**src/rtl/bpsk_frame_sync.sv**
```systemverilog
// BPSK frame synchronizer: hunts for the sync word in either polarity, reads a length
// byte, packs payload bits MSB-first into bytes and queues them behind valid/ready.
module bpsk_frame_sync #(
    parameter int                   SYNC_BITS  = 16,
    parameter logic [SYNC_BITS-1:0] SYNC_WORD  = 16'hD391,
    parameter int                   FIFO_DEPTH = 4
) (
    input  logic       clock,
    input  logic       reset,
    input  logic       bit_in,
    input  logic       bit_toggle,
    output logic [7:0] byte_out,
    output logic       byte_valid,
    input  logic       byte_ready,
    output logic       frame_active,
    output logic       polarity_inv,
    output logic       frame_done,
    output logic       overflow
);
    localparam int             PW       = $clog2(FIFO_DEPTH);
    localparam logic [PW:0]    FULL_CNT = (PW+1)'(FIFO_DEPTH);
    localparam logic [PW:0]    CNT_ONE  = (PW+1)'(1);
    localparam logic [PW-1:0]  PTR_ONE  = PW'(1);

    typedef enum logic [1:0] {HUNT, LENGTH, PAYLOAD} state_t;

    state_t               state, state_nx;
    logic                 toggle_q;
    logic                 bit_ev;
    logic                 eb;
    logic [SYNC_BITS-1:0] shreg, shreg_nx;
    logic [2:0]           bitcnt;
    logic [7:0]           acc, acc_nx;
    logic [7:0]           left, left_nx;
    logic                 pol_nx;
    logic                 push;
    logic                 done_nx;

    logic [7:0]           mem [FIFO_DEPTH];
    logic [PW-1:0]        wr_ptr, rd_ptr;
    logic [PW:0]          count;
    logic                 accept;
    logic                 pop;

    always_comb begin
        bit_ev   = bit_toggle ^ toggle_q;
        eb       = bit_in ^ polarity_inv;
        shreg_nx = (shreg << 1) | {{(SYNC_BITS-1){1'b0}}, bit_in};
        acc_nx   = (acc << 1) | {7'd0, eb};
        state_nx = state;
        pol_nx   = polarity_inv;
        left_nx  = left;
        push     = 1'b0;
        done_nx  = 1'b0;
        if (bit_ev) begin
            case (state)
                HUNT: begin
                    // Both polarities are tested against the register including the new bit.
                    if (shreg_nx == SYNC_WORD) begin
                        state_nx = LENGTH;
                        pol_nx   = 1'b0;
                    end else if (shreg_nx == ~SYNC_WORD) begin
                        state_nx = LENGTH;
                        pol_nx   = 1'b1;
                    end
                end
                LENGTH: begin
                    if (bitcnt == 3'd7) begin
                        if (acc_nx == 8'd0) begin
                            state_nx = HUNT;
                            pol_nx   = 1'b0;
                            done_nx  = 1'b1;
                        end else begin
                            state_nx = PAYLOAD;
                            left_nx  = acc_nx;
                        end
                    end
                end
                PAYLOAD: begin
                    if (bitcnt == 3'd7) begin
                        push    = 1'b1;
                        left_nx = left - 8'd1;
                        if (left == 8'd1) begin
                            state_nx = HUNT;
                            pol_nx   = 1'b0;
                            done_nx  = 1'b1;
                        end
                    end
                end
                default: state_nx = HUNT;
            endcase
        end
    end

    always_ff @(posedge clock) begin
        if (reset) state <= HUNT;
        else       state <= state_nx;
    end

    // A full FIFO at the start of the cycle rejects the push even if a pop happens too.
    assign accept = push && (count < FULL_CNT);
    assign pop    = byte_valid && byte_ready;

    always_ff @(posedge clock) begin
        toggle_q <= bit_toggle;
        if (reset) begin
            polarity_inv <= 1'b0;
            shreg        <= '0;
            bitcnt       <= 3'd0;
            left         <= 8'd0;
            wr_ptr       <= '0;
            rd_ptr       <= '0;
            count        <= '0;
            frame_done   <= 1'b0;
            overflow     <= 1'b0;
        end else begin
            polarity_inv <= pol_nx;
            left         <= left_nx;
            frame_done   <= done_nx;
            overflow     <= push && !accept;
            if (state != HUNT)  shreg <= '0;
            else if (bit_ev)    shreg <= shreg_nx;
            if (bit_ev && state != HUNT) bitcnt <= bitcnt + 3'd1;
            if (accept) wr_ptr <= wr_ptr + PTR_ONE;
            if (pop)    rd_ptr <= rd_ptr + PTR_ONE;
            case ({accept, pop})
                2'b10:   count <= count + CNT_ONE;
                2'b01:   count <= count - CNT_ONE;
                default: count <= count;
            endcase
        end
    end

    always_ff @(posedge clock) begin
        if (bit_ev) acc <= acc_nx;
        if (accept) mem[wr_ptr] <= acc_nx;
    end

    assign byte_valid   = (count != '0);
    assign byte_out     = byte_valid ? mem[rd_ptr] : 8'h00;
    assign frame_active = (state != HUNT);
endmodule

```
**config.mk**
```make
export PLATFORM = sky130hd
export DESIGN_NAME = bpsk_frame_sync
export DESIGN_NICKNAME = d
export VERILOG_FILES = /design/src/rtl/bpsk_frame_sync.sv
export SDC_FILE = /design/constraint.sdc
export NUM_CORES = 1
export LEC_CHECK = 0
export CAP_MARGIN = 30
export CORE_MARGIN = 5
export CORE_UTILIZATION = 40
export DETAILED_ROUTE_END_ITERATION = 8
export PLACE_DENSITY = 0.54
export SLEW_MARGIN = 20
export SYNTH_ARGS = -nofsm -noshare
export SYNTH_HDL_FRONTEND = slang
export SYNTH_SLANG_ARGS = --single-unit
```
**constraint.sdc**
```tcl
create_clock -name clock -period 4.7 [get_ports clock]
set_clock_uncertainty 0.05 [all_clocks]
set_input_delay 0.47 -clock clock [delete_from_list [all_inputs] [get_ports clock]]
set_output_delay 0.47 -clock clock [all_outputs]
set_load 0.03 [all_outputs]
```
* After elaboration in Yosys (flattened, before gate mapping)
Memories as Yosys holds them, arrays and structs flattened. A register that Yosys moved wholly into a read port is not among the register bits. Index checks and enable logic that the tools add are counted.
Operators by class: reduce and logical (&&, ||, !) cells 17, muxes and demuxes 32, bitwise gates (word level) 5, magnitude comparators 1, add/subtract/negate cells 6, equality and inequality tests 14
Operator list (count):
- 8-bit 2-to-1 mux | 4
- 16-bit by 14-bit == test with 1-bit output (second input constant) | 1
- 16-bit == test (second input constant) | 1
- 2-bit 2-to-1 mux | 8
- 16-bit by 1-bit OR with 16-bit output | 1
- 8-bit one-hot mux with 2 select lines | 1
- 1-bit 2-to-1 mux | 15
- 2-bit inequality test (second input constant) | 5
- 5-bit AND reduction | 2
- 8-bit by 1-bit == test with 1-bit output (second input constant) | 1
- 8-bit logical NOT | 1
- 8-bit by 1-bit OR with 8-bit output | 1
- 8-bit by 1-bit subtractor with 8-bit output (second input constant) | 1
- 7-bit AND reduction | 1
- 3-bit by 1-bit adder with 3-bit output (second input constant) | 2
- 2-bit one-hot mux with 3 select lines | 1
- 3-bit one-hot mux with 2 select lines | 1
- 2-bit nonzero test | 3
- 3-bit nonzero test | 2
- 2-bit by 1-bit adder with 2-bit output (second input constant) | 2
- 2-bit by 1-bit == test with 1-bit output (second input constant) | 2
- 2-bit == test (second input constant) | 2
- 1-bit logical AND | 4
- 2-bit OR reduction | 2
- 10 further kinds | 11
Word-level totals: input bits 5, register bits 46, bits in writable memories 32, logic and storage cells 88, memories 1
Memory list:
- mem | words 4, bits a word 8, read ports 1, clocked after memory_dff 1, wr ports 1, line 39 | logic [7:0] mem [FIFO_DEPTH];

* Depth between registers and ports, before layout
depth after elaboration 7, depth in mapped cells 12

* Worst setup path before layout
Ideal clock, no wire load.
kind input port to flip-flop, start point in bit_toggle, end point reg count[2], path buffers 0, arrival 2.335 ns, slack 2.245 ns, stages on the path 11, required time 4.580 ns, path through xnor2_2 > inv_2 > nand2_1 > nor3_2 > inv_1 > ha_1 > inv_1 > fa_1 > xor2_1 > or3_1 > a21oi_1
Between the ends: cells in the longest elaborated chain, start to end 5, elaborated cells between the ends (all ways) 7, those cells by class eq/ne: 2; mux: 2; bitwise: 1; reduce/logical: 2
Ends and longest elaborated chain:
- from (decl) | line 11 | input logic bit_toggle,
- 1-bit XOR (*) | line 46 | bit_ev = bit_toggle ^ toggle_q;
- 1-bit 2-to-1 mux (*) | line 55 | if (bit_ev) begin
- 1-bit logical AND (*) | line 101 | assign accept = push && (count < FULL_CNT);
- 2-bit by 1-bit == test with 1-bit output / 2-bit == test (equally long branches) | line 126 | case ({accept, pop})
- 3-bit one-hot mux with 2 select lines / 2-bit nonzero test (equally long branches)
- to (signal assigned) | line 127 | 2'b10: count <= count + CNT_ONE;
- to (signal assigned) | line 128 | 2'b01: count <= count - CNT_ONE;
- to (signal assigned) | line 129 | default: count <= count;
- to (decl) | line 41 | logic [PW:0] count;
Mark *: on every way between the ends. The rest lies on a longest branch, timed or not. A chain may end at the register's enable or synchronous reset.

* Final worst setup path
Ends and elaborated chain as after synthesis.

==> metrics.md <==
| Metric | Value |
|---|---|
| # IOs | 18 |
| IO buf count | 17 |
| Die width | 104 µm |
| Tcrit/Tclk final | roughly three quarters |
| Maxcap violations | 0 |
| Dominant synthesized flop cell | dfxtp_1 |
| Reg2Reg Depth | 11 |
| Clock Path Buffers | 2 |
| First-pass GRT wire length | around 11000 µm |
| Top-area cell type share of the netlist area | about a third |
| Final Slew Violations | 0 |
| Critical R2R Capture | count[2] |
| Leakage power | between 1 and 1.5 nW |
| Final instance area | ~0.0040 mm² |
| Final HPWL DP | ~4400 µm |
| Final min period | 3.46 ns |
| Initial DRC Count | 81 |
| Core Box Area | about 0.0086 mm² |
| Worst hold path depth | 2 |
| Post-CTS Setup Repair Bufs | 0 |
| Total power | 1.27 mW |
| Via Count | about 2.3k |
| Placed cell areas | roughly 0.0038 mm² |
| Starting Density | between 40 and 50% |
| Router iterations before antenna repair | 4 |
| Root Buffer | clkbuf_8 |
| Reg2reg setup slack | 1.48 ns |
| Synth area leaders | edfxtp_1 (33%), dfxtp_1 (23%), mux4_2 (5.1%) |
| Power Dens Cells | between 300 and 400 mW/mm² |
| Diodes inserted | 0 |
| Leading area contributor after synthesis | edfxtp_1 |
| CP max FO | 24 |
| Routed Antenna Nets | 0 |
| CTS HTree Levels | 3 |
| TritonCTS Buffers | 9 |
| Initial antenna violation count | 0 |
| GRT Util Overall | 12.6% |
| Worst setup path start | bit_toggle |
| Synthesized area per cell | approximately 11 µm² |
| Seq/Total Area, Yosys | 56.8% |
| Share of cells above drive strength 1 | 11.3% |
| Drt wl/cell | 15.1 µm |
| Hold Buf Count CTS | 0 |
| Vias in the first global route | roughly 2.2k |
| Mapped Cells | between 300 and 400 |
| Final Hold Viols | 0 |
| WS Path Type | input port to register |
| Row cnt | 34 |
| Worst path arrival time | roughly 3.7 ns |
| Wirelength, routed | roughly 6600 µm |
| Peak supply drop | about 0.15 mV |
| Die Y | roughly 100 µm |
| Synthesis Warnings | 0 |
| HP Class | register to register |
| Worst-margin pin slew | approximately 0.86 ns |
| Outcome | completed |
| Final Util | 45.9% |
| Placed cell count | 420 |
| Final non-filler cell total | 436 |
| Final Wtd Congestion | a little under 0.8 |
| RSZ-0062 raised after global routing | no |
| Clock slew at reported path FFs | 0.09 ns |
| Synthesized flop and latch total | 80 |
| Vias/cell | 5.22 |
| Highest clock rate | 289 MHz |
| Total Neg Setup Slack | 0 ns |
| DP Worst Slack | slightly below 0.9 ns |
| Startpoint types | input port |
| Worst Hold Slack | around 0.43 ns |
| Clock sink count | 80 |
| Synth Cell Area | ~0.0035 mm² |
| Worst Setup End Kind | register |
| Hold Crit Start | shreg[3] |
| Total global routing overflow | 0 |
| Slew Limit Headroom | a little over two fifths |
| CTS-repair resized insts | 0 |
| Asr flop ratio synth | 0% |
| Syn_nets | 324 |
| Skew-Pair Late Insertion Delay | 0.35 ns |
| CP Capture Point | count[2] |
| Final setup viols | 0 |
| Area grow syn2layout | 13.0% |
| Crit Reg-Reg Startpoint | toggle_q |
| Synth unique cells | between 40 and 50 |
| Worst Path Required | 4.94 ns |
| CTS tree | yes |
| Pin count of the biggest net entering global routing | 26 |
| # DRC | 0 |
| Fin nets | approximately 340 |
| Number of synthesized flops with an enable pin | 39 |
| Die area | about 0.011 mm² |
| Setup WS post-layout | 1.24 ns |
==> worst max-delay path, stage by stage <==
cell             delay, ns
clkdlybuf4s50_1       0.45
xnor2_2               0.68
inv_2                 0.40
nand2_1               0.28
nor3_2                0.11
inv_1                 0.07
ha_1                  0.17
inv_1                 0.06
fa_1                  0.37
xor2_1                0.16
or3_1                 0.31
a21oi_1               0.14
==> cells in the mapped netlist, types with 3 or more instances <==
master,number
o21ai_1,5
edfxtp_1,39
inv_1,14
mux4_2,8
or3_1,3
nor2_1,19
nand4b_1,3
o21ai_0,4
dfxtp_1,41
a21oi_1,22
or4bb_1,4
nor3_1,7
nand2_1,43
clkbuf_1,9
xnor2_1,4
a31oi_1,3
and2_1,13
a211oi_1,3
xor2_1,3
mux2i_1,3
nor2b_1,3
nor3b_1,3
a2111oi_0,3
nor4_1,4
ha_1,13
==> per-layer routing <==
metal	global-route usage [%]	vias to the layer above	routed length [µm]
met4	6.28	0	150
met5	0	-	0
met3	2.99	10	228
met1	16.0	1094	3070
li1	-	1132	-
met2	20.1	41	3150
==> cell families (layout without fill, tap and decap cells) <==
| kind of cell | after synthesis | in the layout | synth area share, % |
|---|---|---|---|
| fa+ha+maj | 14 | 14 | 5.21 |
| buf+inv | 26 | 49 | 2.82 |
| mux | 12 | 12 | 6.32 |
| simple gates | 118 | 118 | 18.2 |
| flops | 80 | 80 | 56.8 |
| xor+xnor | 8 | 8 | 2.21 |
| compound gates | 47 | 47 | 8.39 |
==> flip-flops by register name, summed over array words and instances (netlist names), named ones only <==
name / flops
acc: 7
bitcnt: 3
count: 3
frame_done: 1
left: 8
mem: 32
overflow: 1
polarity_inv: 1
rd_ptr: 2
shreg: 15
state: 2
toggle_q: 1
wr_ptr: 2
==> cell type report <==
cell class	instances	area, µm²
clock buffer	9	124
inverter	15	56.3
multi-input combinational	199	1420
fill	807	4680
tap	108	135
timing repair buffer	18	178
clock inverter	7	60.1
sequential	80	1990
==> power breakdown <==
| group | leakage (nW) | internal (mW) | switching (mW) |
|---|---|---|---|
| registers | 0.687 | 0.743 | 0.0153 |
| clock network | 0.0848 | 0.201 | 0.281 |
| logic | 0.502 | 0.00821 | 0.0215 |
| total | 1.27 | 0.952 | 0.318 |
==> how the worst min path moves through the flow <==
stage	to
after detailed placement	shreg[14]
after global routing	shreg[13]
after CTS	shreg[3]
final	shreg[3]
after floorplan	shreg[14]
after global placement	shreg[3]
==> cells in the final DEF (no fill, tap or decap), types with 4 or more instances in the layout <==
master / netlist / final
xnor2_1: 4 / 4
ha_1: 13 / 13
and2_1: 13 / 13
a21oi_1: 22 / 22
nor4_1: 4 / 4
dfxtp_1: 41 / 41
clkbuf_8: 0 / 9
or4bb_1: 4 / 4
o21ai_0: 4 / 4
nor3_1: 7 / 7
o21ai_1: 5 / 5
mux4_2: 8 / 8
nor2_1: 19 / 19
inv_1: 14 / 14
clkdlybuf4s50_1: 0 / 17
edfxtp_1: 39 / 39
nand2_1: 43 / 43
Power figures use the tool's default switching activity.
